--- config.mk ---
export PLATFORM = sky130hd
export DESIGN_NAME = fft_band_energy
export DESIGN_NICKNAME = d
export VERILOG_FILES = /design/src/rtl/fft_band_energy.sv
export SDC_FILE = /design/constraint.sdc
export NUM_CORES = 1
export LEC_CHECK = 0
export CORE_MARGIN = 4
export CORE_UTILIZATION = 58
export CTS_BUF_LIST = sky130_fd_sc_hd__clkbuf_2 sky130_fd_sc_hd__clkbuf_4 sky130_fd_sc_hd__clkbuf_8
export CTS_CLUSTER_SIZE = 14
export DETAILED_ROUTE_END_ITERATION = 8
export PLACE_DENSITY = 0.83
export SLEW_MARGIN = 20
export SYNTH_ARGS = -nofsm -noshare
export SYNTH_HDL_FRONTEND = slang
export SYNTH_SLANG_ARGS = --single-unit
export TNS_END_PERCENT = 5
--- constraint.sdc ---
create_clock -name clk -period 7.3 [get_ports clk]
set_input_delay 2.19 -clock clk [delete_from_list [all_inputs] [get_ports clk]]
set_output_delay 2.19 -clock clk [all_outputs]
set_load 0.005 [all_outputs]
--- src/rtl/fft_band_energy.sv ---
// Purpose: turns the streamed FFT spectrum into one saturating energy word per frequency band per frame.
// Latency: the first band word is valid 4 clk edges after the edge that sampled the last used bin (index 2^(IDX_W-1)-1).
// Backpressure: each word is held until band_valid & band_ready; a frame that completes while the output bank is still draining is dropped and overrun pulses.
module fft_band_energy #(
  parameter int DATA_W    = 16,
  parameter int IDX_W     = 10,
  parameter int NUM_BANDS = 8,
  parameter int ACC_W     = 24
) (
  input  logic                         clk,
  input  logic                         rst,
  input  logic                         dv,
  input  logic [IDX_W-1:0]             xk_index,
  input  logic signed [DATA_W-1:0]     xk_re,
  input  logic signed [DATA_W-1:0]     xk_im,
  output logic                         band_valid,
  input  logic                         band_ready,
  output logic [$clog2(NUM_BANDS)-1:0] band_id,
  output logic [ACC_W-1:0]             band_energy,
  output logic                         frame_err,
  output logic                         overrun
);

  localparam int BAND_W  = $clog2(NUM_BANDS);
  localparam int ABS_W   = DATA_W + 1;
  localparam int HALF    = 1 << (IDX_W - 1);
  localparam int BAND_SH = IDX_W - 1 - BAND_W;

  localparam logic [IDX_W-1:0]  LAST_IDX = IDX_W'(HALF - 1);
  localparam logic [IDX_W-1:0]  TAIL_IDX = '1;
  localparam logic [ACC_W-1:0]  ACC_MAX  = '1;
  localparam logic [BAND_W-1:0] TOP_BAND = BAND_W'(NUM_BANDS - 1);

  typedef enum logic [1:0] {IDLE, ACCUM, WAIT_TAIL} in_state_t;
  typedef enum logic       {OUT_IDLE, OUT_SEND}     out_state_t;

  // Stage 1 payload: absolute values plus routing/framing tags.
  typedef struct packed {
    logic [ABS_W-1:0]  a;
    logic [ABS_W-1:0]  b;
    logic [BAND_W-1:0] band;
    logic              first;
    logic              last;
  } s1_t;

  // Stage 2 payload: approximated magnitude plus the same tags.
  typedef struct packed {
    logic [ABS_W-1:0]  mag;
    logic [BAND_W-1:0] band;
    logic              first;
    logic              last;
  } s2_t;

  // |v| widened by one bit so that the most negative input maps to +2^(DATA_W-1).
  function automatic logic [ABS_W-1:0] abs_ext(input logic signed [DATA_W-1:0] v);
    logic [ABS_W-1:0] w;
    w = {v[DATA_W-1], v};
    return v[DATA_W-1] ? ((~w) + ABS_W'(1)) : w;
  endfunction

  in_state_t        in_state, in_next;
  logic [IDX_W-1:0] prev_idx;
  logic [IDX_W-1:0] exp_idx;
  logic             feed, feed_first, feed_last;
  logic             abort, err_det;

  s1_t              s1_dat;
  logic             s1_vld;
  s2_t              s2_dat;
  logic             s2_vld;
  logic [ABS_W-1:0] mx, mn, mag_c;

  logic [ACC_W-1:0] acc  [NUM_BANDS];
  logic [ACC_W-1:0] bank [NUM_BANDS];
  logic [ACC_W:0]   sum_c;
  logic             xfer;
  logic             bank_load;

  out_state_t        out_state, out_next;
  logic [BAND_W-1:0] id_next;

  assign exp_idx = prev_idx + IDX_W'(1);

  // Input framing: decide which bins enter the pipe and detect index discontinuities.
  always_comb begin
    in_next    = in_state;
    feed       = 1'b0;
    feed_first = 1'b0;
    feed_last  = 1'b0;
    abort      = 1'b0;
    err_det    = 1'b0;
    case (in_state)
      IDLE: begin
        // Only a bin 0 can open a frame; anything else is skipped while resynchronising.
        if (dv && xk_index == '0) begin
          in_next    = ACCUM;
          feed       = 1'b1;
          feed_first = 1'b1;
        end
      end
      ACCUM: begin
        if (dv) begin
          if (xk_index == exp_idx) begin
            feed = 1'b1;
            if (xk_index == LAST_IDX) begin
              feed_last = 1'b1;
              in_next   = WAIT_TAIL;
            end
          end else if (xk_index == '0) begin
            // A fresh frame start mid-frame silently restarts accumulation.
            abort      = 1'b1;
            feed       = 1'b1;
            feed_first = 1'b1;
          end else begin
            abort   = 1'b1;
            err_det = 1'b1;
            in_next = IDLE;
          end
        end
      end
      WAIT_TAIL: begin
        // Mirror half of the spectrum: only continuity matters, the result is already complete.
        if (dv) begin
          if (xk_index != exp_idx) begin
            err_det = 1'b1;
            in_next = IDLE;
          end else if (xk_index == TAIL_IDX) begin
            in_next = IDLE;
          end
        end
      end
      default: in_next = IDLE;
    endcase
  end

  // Input FSM state, last seen index and the frame_err pulse.
  always_ff @(posedge clk) begin
    if (rst) begin
      in_state  <= IDLE;
      prev_idx  <= '0;
      frame_err <= 1'b0;
    end else begin
      in_state  <= in_next;
      frame_err <= err_det;
      if (dv) prev_idx <= xk_index;
    end
  end

  // S1: absolute values, band select and framing tags; DC is zeroed here.
  always_ff @(posedge clk) begin
    if (rst) begin
      s1_vld <= 1'b0;
      s1_dat <= '0;
    end else begin
      s1_vld <= feed;
      if (feed) begin
        s1_dat.a     <= feed_first ? '0 : abs_ext(xk_re);
        s1_dat.b     <= feed_first ? '0 : abs_ext(xk_im);
        s1_dat.band  <= xk_index[BAND_SH +: BAND_W];
        s1_dat.first <= feed_first;
        s1_dat.last  <= feed_last;
      end
    end
  end

  assign mx    = (s1_dat.a >= s1_dat.b) ? s1_dat.a : s1_dat.b;
  assign mn    = (s1_dat.a >= s1_dat.b) ? s1_dat.b : s1_dat.a;
  assign mag_c = mx + (mn >> 2);

  // S2: max + min/4 magnitude; an abort kills whatever was in S1.
  always_ff @(posedge clk) begin
    if (rst) begin
      s2_vld <= 1'b0;
      s2_dat <= '0;
    end else begin
      s2_vld <= s1_vld & ~abort;
      if (s1_vld) begin
        s2_dat.mag   <= mag_c;
        s2_dat.band  <= s1_dat.band;
        s2_dat.first <= s1_dat.first;
        s2_dat.last  <= s1_dat.last;
      end
    end
  end

  assign sum_c = {1'b0, acc[s2_dat.band]} + (ACC_W+1)'(s2_dat.mag);

  // S3: saturating accumulate; cleared on frame start, abort, and after the bank copy.
  always_ff @(posedge clk) begin
    if (rst) begin
      xfer <= 1'b0;
      for (int b = 0; b < NUM_BANDS; b++) acc[b] <= '0;
    end else begin
      xfer <= s2_vld & s2_dat.last & ~abort;
      if (abort || xfer || (s2_vld && s2_dat.first)) begin
        for (int b = 0; b < NUM_BANDS; b++) acc[b] <= '0;
      end else if (s2_vld) begin
        acc[s2_dat.band] <= sum_c[ACC_W] ? ACC_MAX : sum_c[ACC_W-1:0];
      end
    end
  end

  // Bank transfer: copy the finished frame only if the previous result has fully drained.
  always_ff @(posedge clk) begin
    if (rst) begin
      bank_load <= 1'b0;
      overrun   <= 1'b0;
      for (int b = 0; b < NUM_BANDS; b++) bank[b] <= '0;
    end else begin
      bank_load <= 1'b0;
      overrun   <= 1'b0;
      if (xfer) begin
        if (out_state == OUT_IDLE && !bank_load) begin
          for (int b = 0; b < NUM_BANDS; b++) bank[b] <= acc[b];
          bank_load <= 1'b1;
        end else begin
          overrun <= 1'b1;
        end
      end
    end
  end

  // Output FSM next state: walk band_id through the bank one handshake at a time.
  always_comb begin
    out_next = out_state;
    id_next  = band_id;
    case (out_state)
      OUT_IDLE: begin
        if (bank_load) begin
          out_next = OUT_SEND;
          id_next  = '0;
        end
      end
      OUT_SEND: begin
        if (band_ready) begin
          if (band_id == TOP_BAND) begin
            out_next = OUT_IDLE;
            id_next  = '0;
          end else begin
            id_next = band_id + BAND_W'(1);
          end
        end
      end
      default: begin
        out_next = OUT_IDLE;
        id_next  = '0;
      end
    endcase
  end

  // Output FSM state register and current band pointer.
  always_ff @(posedge clk) begin
    if (rst) begin
      out_state <= OUT_IDLE;
      band_id   <= '0;
    end else begin
      out_state <= out_next;
      band_id   <= id_next;
    end
  end

  assign band_valid  = (out_state == OUT_SEND);
  assign band_energy = band_valid ? bank[band_id] : '0;

endmodule
After elaboration in Yosys (flattened, before gate mapping) --
Memory sizes are Yosys's and may differ from the RTL's. A register that Yosys moved wholly into a read port is not among the register bits. Index checks and enable logic that the tools add are counted. W data, S select, Z words.
Operators by class: muxes and demuxes 83, reductions and logical operators 12, equality and inequality tests 15, add/subtract/negate cells 6, $lt $le $gt $ge 1, bitwise gates (word level) 24
Operator list (number):
- $mux W24 | 19
- $mux W17 | 6
- $mux W1 | 36
- $add A17 B1 Y17 const B | 2
- $not A17 Y17 | 2
- $add A24 B17 Y25 | 1
- $mux W3 | 8
- $reduce_or A24 Y1 | 1
- $add A17 B15 Y17 | 1
- $ge A17 B17 Y1 | 1
- $mux W2 | 8
- $or A1 B1 Y1 | 16
- $add A10 B1 Y10 const B | 1
- $eq A10 B10 Y1 | 1
- $eq A10 B10 Y1 const B | 1
- $eq A10 B9 Y1 const B | 1
- $logic_not A10 Y1 | 1
- $ne A10 B10 Y1 | 1
- $ne A2 B2 Y1 const B | 5
- $ne A3 B3 Y1 const B | 3
- $pmux W1 S2 | 4
- $pmux W2 S3 | 1
- $pmux W3 S2 | 1
- $reduce_and A6 Y1 | 1
- 12 further kinds | 19
Storage, ports and cells: memory bits (writable) 384, output and inout bits 30, memories kept 2, bits of input ports 46, flip-flop bits (word level) 83, logic and storage cells 162
Memories:
- acc | words 8, width 24, read ports 9, clocked after Yosys merged registers in 1, write ports 8, line 73 | logic [ACC_W-1:0] acc [NUM_BANDS];
- bank | words 8, width 24, read ports 1, clocked after Yosys merged registers in 1, write ports 8, line 74 | logic [ACC_W-1:0] bank [NUM_BANDS];

Logic depth before layout (Yosys ltp) --
Gate-level depths: netlist (run 1).
depth after elaboration 12, gate-level depth with buffers 21, gate-level depth less buffers 19

Worst setup path after synthesis (run 1) --
No wires, ideal clock.
kind input-to-reg, start in rst, end mem bank[0][0] (enable), setup time 1.529 ns, setup slack 0.025 ns, required time 5.771 ns, arrival 5.746 ns, buffers on the path 1, stages on the path 3, path through inv_1 > clkbuf_1 > nand2_1
RTL lines:
- start: declaration | line 11 | input logic rst,
- end: declaration | line 74

==> impl_metrics.ini, run 1 <==
[floorplanning]
start_util = 0.592
die_x_um = 208
die_h_um = 208
dieArea_um2 = 43100
io_pins = 76
core-area_um2 = 39000
fp-row-count = 72

[route]
top_layer = met4
drt-total-wl_um = 53000
wire_per_inst_um = 21.5
drcViolationCount = 0
ant_nets = 0
wl_met1_um = 20400
first_pass_iters = 5
dr_wl_met3_um = 4230
via_count = 14950
vias_per_cell = 6.07
wl_met2_um = 26700
drt_iter0_drc = 1203

[clock_tree]
clock_path_buffers = 3
cts_hold_buf = 0
clk_pin_slew_ns = 0.07
h-tree-depth = 3
cts_resized = 0
cts_buffers = 79
clock-root-buffer = clkbuf_8
tritoncts = yes
post-cts-setup-buffer-count = 0
cts_sinks = 473
worstSkewPairLatency_ns = 0.65

[timing]
rsz0062_at_grt = no
report.final.slew_viol_count = 0
min_period_over_period = 0.760
setup_ws_ns = 1.75
setup_viol = 0
tightestPinTransition_ns = 1.45
relSlewSlack = 0.0336
period_needed_ns = 5.55
skew_ns = 0.0410
hold_viol = 0
maxClockFrequency_mhz = 180
setup_tns_ns = 0

[grt]
antenna_found_initial = 0
grt_overflow = 0
grt_max_degree = 193
grt_use_total = 0.245
grt_pass1_wl_um = 83600
grt_pass1_vias = 15367

[setup_path]
cp_max_fo = 26
critPathLaunchType = register
cp-end-kind = output pin
crit_arrival_ns = 3.36
worstPathRequired_ns = 5.11
critPathKind = reg -> out

[pwr]
ir_drop_mv = 0.152
total_power_w = 0.00568
power_density_nw_per_um2 = 218
p_leak_nw = 9.26

[cells_and_area]
synthToLayoutAreaGrowth_pct = 12.6
n_antenna_cell = 0
fin_nets = 1995
mostFrequentLayoutCells = edfxtp_1, nor2_1, and2_1
drive_above_1_share = 0.165
final_common_cell = edfxtp_1
fin_area_um2 = 26000

[placed_design]
dp_worst_setup_slack_ns = 1.27
place.gp.congestion = 0.903
port-buffer-count = 75
dp_hpwl_um = 34200
placed_area_um2 = 24400

[run_status]
status = finished, final reports clean

[yosys]
synth_edf_count = 384
syn_avg_cell_area_um2 = 12.8
yosys_warnings = 0
synth_cell_types = 75
synth.net_count = 1905
synthArstFlopShare = 0
syn_area_um2 = 23100
seq_area_frac_synth = 0.576
synthesis.instances = 1800
dominantRegCellSynth = edfxtp_1
ys_ff_latch = 473

[worst_hold_path]
hold_path_class = reg -> reg

[run]
drv_cap = 0
registers in the layout, indices dropped and copies added (netlist names), 2 cells and up, named ones only:
name,cells
band_id,3
prev_idx,10
in_state,2
s2_dat,22
s1_dat,39
acc,192
bank,192
stage by stage:
| stage | util | instances | hold WS, ns |
|---|---|---|---|
| floorplan | - | 1800 | 0.432 |
| global placement | 0.625 | 2327 | 0.442 |
| detailed placement | 0.625 | 2327 | 0.464 |
| CTS | 0.667 | 2462 | 0.474 |
| global route | 0.667 | 2462 | 0.484 |
| finish | 0.667 | 2462 | 0.468 |
where the power goes:
part	total [W]	internal, W	switching [W]
combinational	0.000234	0.0000923	0.000141
clock	0.00242	0.00137	0.00105
sequential	0.00303	0.00299	0.0000364
logic make-up (layout without fill, tap and decap cells):
kind of cell               count (synthesis)  in the layout  synth area share
and+or+nand+nor                          688            688             0.150
adders and majority gates                 59             59            0.0326
xor gates and xnor gates                  61             61            0.0231
buffers and inverters                    135            279            0.0237
muxes                                    194            194             0.138
DFF                                      473            473             0.576
AOI/OAI and AO/OA                        190            190            0.0562
critical path: stages, from the launching register on:
cell,delay (ns)
dfxtp_2,0.87
buf_4,0.53
mux4_2,0.37
mux2i_1,0.39
nor2b_1,0.09
clkdlybuf4s50_1,0.45
cells in the mapped netlist, drive strengths merged, types with 27 or more instances:
cell	n	area, um2
mux2	36	405
o21ai	44	220
nand2	79	297
xor2	34	298
dfxtp	89	1780
ha	57	713
and2	148	927
nor2	277	1060
mux4	96	2160
mux2i	62	621
nor2b	85	532
xnor2	27	236
inv	40	150
buf	33	164
edfxtp	384	11500
a21oi	33	169
clkbuf	62	233
routing by layer:
metal,up-vias,track usage
met2,688,0.428
met1,7320,0.313
met5,-,0
met4,0,0.0839
li1,6816,-
met3,126,0.0410
worst paths after layout:
path / startpoint / to / slack, ns / cells after the start
worst max-delay path: register / band_energy[5] / 1.75 / 5
worst min-delay path: s1_dat[0] / s1_dat[0] / 0.47 / 2
worst max register to register: register / acc[4][6] / 1.88 / 12
worst min register to register: s1_dat[0] / s1_dat[0] / 0.47 / 2
area by class of cell:
class	count	area, um2
Tap cell	518	648
Clock buffer	110	1350
Inverter	40	150
Multi-Input combinational cell	1192	9280
Timing Repair Buffer	104	995
Clock inverter	25	273
Fill cell	2730	13000
Sequential cell	473	13300
No activity file was read; power rests on OpenSTA's default activity.
==> inputs of run 2 (changes only) <==
Clock period 7.3 ns to 4.8 ns, I/O delays scaled along.
==> impl_metrics.ini, run 2 (same netlist as run 1, synthesis figures left out) <==
[clock_tree]
clock-root-buffer = clkbuf_8
tritoncts = yes
cts_buffers = 77
cts_resized = 0
post-cts-setup-buffer-count = 0
worstSkewPairLatency_ns = 0.64
cts_hold_buf = 0
cts_sinks = 473
clock_path_buffers = 3
h-tree-depth = 3
clk_pin_slew_ns = 0.05

[timing]
period_needed_ns = 4.51
maxClockFrequency_mhz = 222
rsz0062_at_grt = no
skew_ns = 0.0397
min_period_over_period = 0.939
tightestPinTransition_ns = 0.913
hold_viol = 0
relSlewSlack = 0.391
report.final.slew_viol_count = 0
setup_viol = 0
setup_tns_ns = 0

[cells_and_area]
drive_above_1_share = 0.171
fin_nets = 2023
largestRegisters = acc: 192 flops, bank: 192 flops, s1_dat: 39 flops
n_antenna_cell = 0
utilization = 0.670
synthToLayoutAreaGrowth_pct = 13.2
mostFrequentLayoutCells = edfxtp_1, nor2_1, and2_1
final_common_cell = edfxtp_1

[placed_design]
place.gp.congestion = 0.874
port-buffer-count = 75
dp_hpwl_um = 34900

[pwr]
p_leak_nw = 9.34
ir_drop_mv = 0.222
power_density_nw_per_um2 = 321

[grt]
antenna_found_initial = 0
grt_use_met3 = 0.0506
grt_max_degree = 103
gr-max-usage-layer = met2
grtUsageMet1 = 0.317
grt_pass1_wl_um = 84000
grt_use_total = 0.245
grt_overflow = 0
met2_usage = 0.413
grt_pass1_vias = 15335

[floorplanning]
dieArea_um2 = 43100
core-area_um2 = 39000
io_pins = 76
die_x_um = 208
die_h_um = 208
start_util = 0.592
fp-row-count = 72

[route]
first_pass_iters = 5
vias_per_cell = 5.99
drt_iter0_drc = 1472
via_count = 14973
drt-total-wl_um = 52800
drcViolationCount = 0
wire_per_inst_um = 21.1
ant_nets = 0

[setup_path]
worstPathRequired_ns = 3.36
cpMaxStageDelayCell = dfxtp_4
max_stage_delay_ns = 0.72
path_cells = buf_4 -> mux4_2 -> mux2i_1 -> nor2b_1 -> clkdlybuf4s50_1
critPathKind = reg -> out
cp_max_fo = 24
cp-end-kind = output pin
crit_arrival_ns = 3.07
critPathLaunchType = register

[run]
drv_cap = 0

[run_status]
status = finished, final reports clean

[worst_hold_path]
hold_path_class = reg -> reg
-- run 2: changes by cell type in the layout (fill, tap and decap cells not counted), moves of 2 or more --
cell        before  now
buf_12           2    4
buf_4           27   56
clkbuf_8        83   81
clkinv_8         2    0
clkinvlp_4       1    4
clkbuf_4        27   22
bufinv_16        5    2
clkinv_1         8   24
-- run 2: power breakdown --
group	internal [W]	switching, W
Sequential	0.00455	0.0000544
Clock	0.00184	0.00158
Combinational	0.000149	0.000219
-- run 2: worst max-delay path, delay by kind of cell (launching register included) --
family	cells	cell delay, ns
mux	2	0.78
buf+inv	2	0.85
simple gates	1	0.08
flops	1	0.72
-- run 2: final timing paths --
path / from / to / slack (ns) / cells after the start
min reg2reg: s1_dat[0] / s1_dat[0] / 0.47 / 2
max: register / band_energy[7] / 0.29 / 5
min: s1_dat[0] / s1_dat[0] / 0.47 / 2
max reg2reg: register / acc[0][21] / 0.36 / 13
-- run 2: final cells by class --
type	count	area (um2)
Fill cell	2683	12900
Inverter	40	150
Multi-Input combinational cell	1192	9290
Clock inverter	38	224
Timing Repair Buffer	134	1240
Sequential cell	473	13300
Clock buffer	103	1280
Tap cell	518	648
-- run 2: per-stage QoR --
stage / instance area [um2] / power, W / setup slack [ns] / std cells / hold slack (ns)
3_3_place_gp: 24600 / 0.00503 / 0.558 / 2357 / 0.444
2_1_floorplan: 23100 / 0.00489 / 0.211 / 1800 / 0.432
3_5_place_dp: 24600 / 0.00505 / 0.396 / 2357 / 0.464
5_1_grt: 26200 / 0.00869 / 0.0147 / 2498 / 0.492
4_1_cts: 26100 / 0.00845 / 0.191 / 2498 / 0.470
6_report: 26200 / 0.00840 / 0.292 / 2498 / 0.466
-- run 2: metal layers --
layer / share of wire / routed length (um) / up-vias
li1: - / - / 6882
met1: 0.38 / 20200 / 7278
met2: 0.50 / 26200 / 688
met3: 0.089 / 4680 / 125
met4: 0.033 / 1740 / 0
met5: 0 / 0 / -
==> inputs of run 3 (changes only) <==
Settings changed: SLEW_MARGIN 20 to unset.
==> results of run 3 <==
The final DEF is identical to that of run 2; final timing and power are the same.
